File: src/rtl/prog_branch_lut.sv
// Programmable branch-target table: label -> jump PC, loaded at boot instead of hard-coded.
// Latency: lookup result registered, 1 cycle after lookup_req; writes land at the same edge.
// Backpressure: ready is low while the table is scrubbing (DEPTH cycles); strobes seen then are dropped.
// Optional miss counter enabled by defining PROG_BRANCH_LUT_STATS_EN.
module prog_branch_lut #(
  parameter int LABEL_W = 8,
  parameter int PC_W    = 12,
  parameter int DEPTH   = 64,
  parameter logic [PC_W-1:0] DEFAULT_PC = '0
) (
  input  logic               clk,
  input  logic               rst_n,
  input  logic               tbl_clear,
  input  logic               wr_en,
  input  logic [LABEL_W-1:0] wr_label,
  input  logic [PC_W-1:0]    wr_pc,
  input  logic               lookup_req,
  input  logic [LABEL_W-1:0] label,
  output logic               ready,
  output logic               lookup_valid,
  output logic [PC_W-1:0]    next_pc,
  output logic               hit,
  output logic [15:0]        miss_count
);

  localparam int AW = (DEPTH > 1) ? $clog2(DEPTH) : 1;
  localparam logic [LABEL_W:0] DEPTH_L = (LABEL_W + 1)'(DEPTH);
  localparam logic [AW-1:0]    LAST    = AW'(DEPTH - 1);

  typedef enum logic {INIT, IDLE} state_t;

  state_t            state, state_nxt;
  logic [AW-1:0]     ptr, ptr_nxt;
  logic [PC_W-1:0]   mem [DEPTH];
  logic [DEPTH-1:0]  vld;

  logic              accept, wr_ok, lk_ok, wr_in, lk_in;
  logic [AW-1:0]     wr_idx, lk_idx;
  logic              ram_we;
  logic [AW-1:0]     ram_addr;
  logic [PC_W-1:0]   ram_dat;
  logic [PC_W-1:0]   lk_pc;
  logic              lk_hit;

  // tbl_clear wins over any same-cycle write or lookup
  assign ready  = (state == IDLE);
  assign accept = ready & ~tbl_clear;
  assign wr_in  = ({1'b0, wr_label} < DEPTH_L);
  assign lk_in  = ({1'b0, label} < DEPTH_L);
  assign wr_idx = wr_label[AW-1:0];
  assign lk_idx = label[AW-1:0];
  assign wr_ok  = accept & wr_en & wr_in;
  assign lk_ok  = accept & lookup_req;

  // State and scrub pointer register
  always_ff @(posedge clk or negedge rst_n) begin
    if (!rst_n) begin
      state <= INIT;
      ptr   <= '0;
    end else begin
      state <= state_nxt;
      ptr   <= ptr_nxt;
    end
  end

  // Next state plus the single RAM write port (scrub in INIT, user writes in IDLE)
  always_comb begin
    state_nxt = state;
    ptr_nxt   = ptr;
    ram_we    = 1'b0;
    ram_addr  = ptr;
    ram_dat   = DEFAULT_PC;
    case (state)
      INIT: begin
        ram_we  = 1'b1;
        ptr_nxt = ptr + AW'(1);
        if (ptr == LAST) begin
          state_nxt = IDLE;
          ptr_nxt   = '0;
        end
      end
      IDLE: begin
        ram_we   = wr_ok;
        ram_addr = wr_idx;
        ram_dat  = wr_pc;
        if (tbl_clear) begin
          state_nxt = INIT;
          ptr_nxt   = '0;
        end
      end
    endcase
  end

  // Target storage; deliberately not reset so it maps onto RAM
  always_ff @(posedge clk) begin
    if (ram_we) mem[ram_addr] <= ram_dat;
  end

  // Per-entry valid bits: cleared by reset and by the scrub, set by writes
  always_ff @(posedge clk or negedge rst_n) begin
    if (!rst_n) begin
      vld <= '0;
    end else if (state == INIT) begin
      vld[ptr] <= 1'b0;
    end else if (wr_ok) begin
      vld[wr_idx] <= 1'b1;
    end
  end

  // Lookup result before the output register; same-cycle write to the same label bypasses the RAM
  always_comb begin
    lk_pc  = DEFAULT_PC;
    lk_hit = 1'b0;
    if (lk_in) begin
      if (wr_ok && (wr_idx == lk_idx)) begin
        lk_pc  = wr_pc;
        lk_hit = 1'b1;
      end else if (vld[lk_idx]) begin
        lk_pc  = mem[lk_idx];
        lk_hit = 1'b1;
      end
    end
  end

  // Output register; next_pc/hit hold when no lookup completes
  always_ff @(posedge clk or negedge rst_n) begin
    if (!rst_n) begin
      lookup_valid <= 1'b0;
      next_pc      <= '0;
      hit          <= 1'b0;
    end else begin
      lookup_valid <= lk_ok;
      if (lk_ok) begin
        next_pc <= lk_pc;
        hit     <= lk_hit;
      end
    end
  end

`ifdef PROG_BRANCH_LUT_STATS_EN
  logic [15:0] miss_q;

  // Saturating count of completed lookups that missed; restarted by a table clear
  always_ff @(posedge clk or negedge rst_n) begin
    if (!rst_n) begin
      miss_q <= '0;
    end else if (ready && tbl_clear) begin
      miss_q <= '0;
    end else if (lk_ok && !lk_hit && (miss_q != 16'hFFFF)) begin
      miss_q <= miss_q + 16'd1;
    end
  end

  assign miss_count = miss_q;
`else
  assign miss_count = 16'h0000;
`endif

endmodule

File: config.mk
export PLATFORM = sky130hd
export DESIGN_NAME = prog_branch_lut
export DESIGN_NICKNAME = d
export VERILOG_FILES = /design/src/rtl/prog_branch_lut.sv
export SDC_FILE = /design/constraint.sdc
export NUM_CORES = 1
export LEC_CHECK = 0
export CORE_MARGIN = 1
export CORE_UTILIZATION = 60
export DETAILED_ROUTE_END_ITERATION = 10
export GPL_TIMING_DRIVEN = 0
export PLACE_DENSITY = 0.77
export SLEW_MARGIN = 20
export SYNTH_ARGS = -nofsm -noshare
export SYNTH_HDL_FRONTEND = slang
export SYNTH_SLANG_ARGS = --single-unit
File: constraint.sdc
create_clock -name clk -period 3.4 [get_ports clk]
set_clock_uncertainty 0.05 [all_clocks]
set_input_delay 0.51 -clock clk [delete_from_list [all_inputs] [get_ports clk]]
set_output_delay 0.51 -clock clk [all_outputs]
set_load 0.05 [all_outputs]
==> impl_metrics.toml <==
[floorplan]
io_pins = 64
std_cell_rows = 87
fp.coreArea_um2 = 56700
die-height_um = 242
die_area_um2 = 58700
initial_core_util = 0.611
chipWidth_um = 242

[place]
port-buffer-count = 42
detailed_place_hpwl_um = 58600
dpl_cell_area_um2 = 36300
gp_congestion = 0.976

[timing]
count_of_endpoints_failing_hold_in_the_final_timing_report = 0
tightestPinTransition_ns = 1.24
fin_crit_ns = 3.78
timing.max_slew.rel_slack = 0.170
grt_setup_unrepaired = "true"
timing.fmax_ghz = 0.264
fin_ws_ns = -0.382
slew_viol_final = 0
setup_viol = 448
final.period_utilization = 1.11

[routing]
vias = 20200
drcViolationCount = 0
dr.first_iter.drc_count = 2884
route.detailed.wl_per_inst_um = 30.3
detail-route-antenna-nets = 0
drt_pre_antenna_iters = 8
drt_wl_total_um = 91000
vias_per_cell = 6.73

[layout]
antennaDiodeCount = 0
final_nets = 2215
mostFrequentLayoutCell = "sky130_fd_sc_hd__edfxtp_1"
nFillCells = 3491
multi_input_comb_area_um2 = 9320
post-route-util = 0.698
postLayoutCellArea_um2 = 39600
layout.area.seq_um2 = 25200
layout-drive-gt1-share = 0.193
mostFrequentLayoutCells = "768 x sky130_fd_sc_hd__edfxtp_1, 211 x sky130_fd_sc_hd__mux2i_1, 173 x sky130_fd_sc_hd__o21ai_0"
syn2layout_area_growth_pct = 14.4

[yosys]
synthesis.yosys.warnings = 0
synth_ff_type = "sky130_fd_sc_hd__edfxtp_1"
edff_count_synth = 768
syn_area_um2 = 34600
seq_area_frac_synth = 0.727
async_reset_ff_frac = 0.0996
synth_cells = 2026
synth.ff_latch_count = 853
syn_area_per_cell_um2 = 17.1
yosys.cell_types.count = 56

[global_route]
grt_antenna_before_repair = 1
wire_length_of_the_first_global_routing_pass_um = 131000
grt.overflow.total = 0
vias_in_the_first_global_route = 20000
gr-usage-all-layers = 0.311
maximum_number_of_pins_on_one_net_before_global_route_repair = 65

[flow_run]
maxCapViolations = 0

[pwr]
power_density_nw_per_um2 = 646
power.leakage_uw = 0.0133
vdd_ir_drop_max_v = 0.000457

[status]
outcome = "finished, violations left"
failed_checks = "setup timing"

[clock_network]
cts.htree.levels = 3
cts_root_buf = "sky130_fd_sc_hd__clkbuf_16"
cts_buffers = 84
clk_latency_ns = 0.65
cts.path.max_buffers = 3
clock_sink_count = 853
cts_tree = "built"
path_clk_slew_ns = 0.06

[setup_path]
critical_path.n_buffers_inverters = 2
crit_required_ns = 3.63
cp-start-kind = "primary input"
cpPeakStageDelay_ns = 0.74
endpoint_kind = "flop"
cp.arrival_ns = 4.02
setup.worst_path.class = "primary input to flop"
path_max_fanout = 12
cp_cell_sequence = "clkdlybuf4s50_1 > or3b_2 > o21ai_1 > clkbuf_1 > nand3_1 > nor2_4"
kind_of_cell_adding_the_most_delay_to_the_critical_path = "simple AND/OR/NAND/NOR gates"
critPathSlowestCell = "sky130_fd_sc_hd__nand3_1"

[min_path]
min_path_type = "primary input to asynchronous set/reset pin"
-- registers in the layout, indices dropped and copies added, names as in the netlist --
name,count
mem,768
ptr,6
lookup_valid,1
vld,64
ready,1
next_pc,12
hit,1
-- power breakdown --
group          switching [uW]  internal [uW]  total, uW
clock network            3950           5220       9170
logic                    2700           1060       3760
registers                 289          12400      12700
-- what timing repair did --
item | 4_1_cts | 5_1_grt
hold endpoints to repair | 40 | 0
resized for setup | 64 | 54
buffers inserted | 0 | 6
pin swaps | 0 | 10
hold buffers | 1 | 0
endpoints found under the setup margin | 535 | 678
-- synth_stat cells, types with 3 or more instances --
library cell / instances / area, um2
sky130_fd_sc_hd__a2111oi_0: 4 / 35.0
sky130_fd_sc_hd__a211oi_1: 49 / 368
sky130_fd_sc_hd__a21oi_1: 36 / 180
sky130_fd_sc_hd__a221o_1: 22 / 220
sky130_fd_sc_hd__a22o_1: 4 / 35.0
sky130_fd_sc_hd__a22oi_1: 48 / 360
sky130_fd_sc_hd__and2_1: 22 / 138
sky130_fd_sc_hd__buf_1: 4 / 15.0
sky130_fd_sc_hd__buf_2: 37 / 185
sky130_fd_sc_hd__buf_4: 43 / 323
sky130_fd_sc_hd__buf_6: 4 / 45.0
sky130_fd_sc_hd__clkbuf_1: 44 / 165
sky130_fd_sc_hd__dfrtp_1: 85 / 2130
sky130_fd_sc_hd__edfxtp_1: 768 / 23100
sky130_fd_sc_hd__inv_1: 3 / 11.3
sky130_fd_sc_hd__mux2_2: 4 / 45.0
sky130_fd_sc_hd__mux2i_1: 212 / 2120
sky130_fd_sc_hd__mux4_2: 111 / 2500
sky130_fd_sc_hd__nand2_1: 102 / 383
sky130_fd_sc_hd__nand2b_1: 8 / 50.1
sky130_fd_sc_hd__nand3_1: 30 / 150
sky130_fd_sc_hd__nand3b_1: 4 / 30.0
sky130_fd_sc_hd__nand4_1: 5 / 31.3
sky130_fd_sc_hd__nor2_1: 94 / 353
sky130_fd_sc_hd__nor2b_1: 42 / 263
sky130_fd_sc_hd__nor3_1: 3 / 15.0
sky130_fd_sc_hd__o2111ai_1: 11 / 96.3
sky130_fd_sc_hd__o21ai_0: 173 / 866
sky130_fd_sc_hd__o22ai_1: 3 / 18.8
sky130_fd_sc_hd__o31ai_1: 4 / 30.0
sky130_fd_sc_hd__o31ai_2: 9 / 113
sky130_fd_sc_hd__or3_1: 4 / 25.0
sky130_fd_sc_hd__xor2_1: 5 / 43.8
-- layer usage --
metal	global-route usage	vias up	part of all wire
met4	0.125	2	0.046
met5	0	-	0.00034
met1	0.424	10300	0.37
met2	0.483	1323	0.47
li1	-	8337	-
met3	0.0816	274	0.11
-- final timing paths --
check,endpoint,startpoint,cells after the start,slack [ns]
hold reg to reg,vld[7],vld[7],2,0.46
setup reg to reg,mem[7][2],ready,5,-0.17
min in group clk,vld[7],vld[7],2,0.46
hold / removal,next_pc[0],rst_n,2,0.34
setup / recovery,mem[7][2],wr_en,6,-0.38
max in group asynchronous,vld[21],rst_n,3,2.28
-- logic make-up after synthesis --
group	after synthesis	share of synthesized area
other	1	0.000108
AO/OA/AOI/OAI	376	0.0699
multiplexers	327	0.135
XOR/XNOR	6	0.00152
buffers and inverters	135	0.0215
AND/OR/NAND/NOR	327	0.0445
adder cells (fa/ha/maj)	1	0.000361
flip-flops	853	0.727
-- cell type report --
type | count | area share
flip-flops and latches | 853 | 0.636
multi-input cells | 1053 | 0.235
clock buffers | 96 | 0.0547
well taps | 756 | 0.0239
plain buffers | 131 | 0.0188
repair buffers | 55 | 0.0172
clock inverters | 58 | 0.0140
inverters | 3 | 0.000284
-- stage by stage --
stage	cells	power (uW)	TNS [ns]	hold WS [ns]	worst slack [ns]
final	3005	25600	-69.82	0.336	-0.382
after floorplan	2041	14800	0	0.164	0.500
after global routing	3005	26200	-60.41	0.375	-0.336
after detailed placement	2845	16100	-596.04	0.439	-1.04
after global placement	2839	15900	-1052.16	0.432	-1.49
after CTS	3000	25300	-44.20	0.349	-0.278
Power figures use the tool's default switching activity.
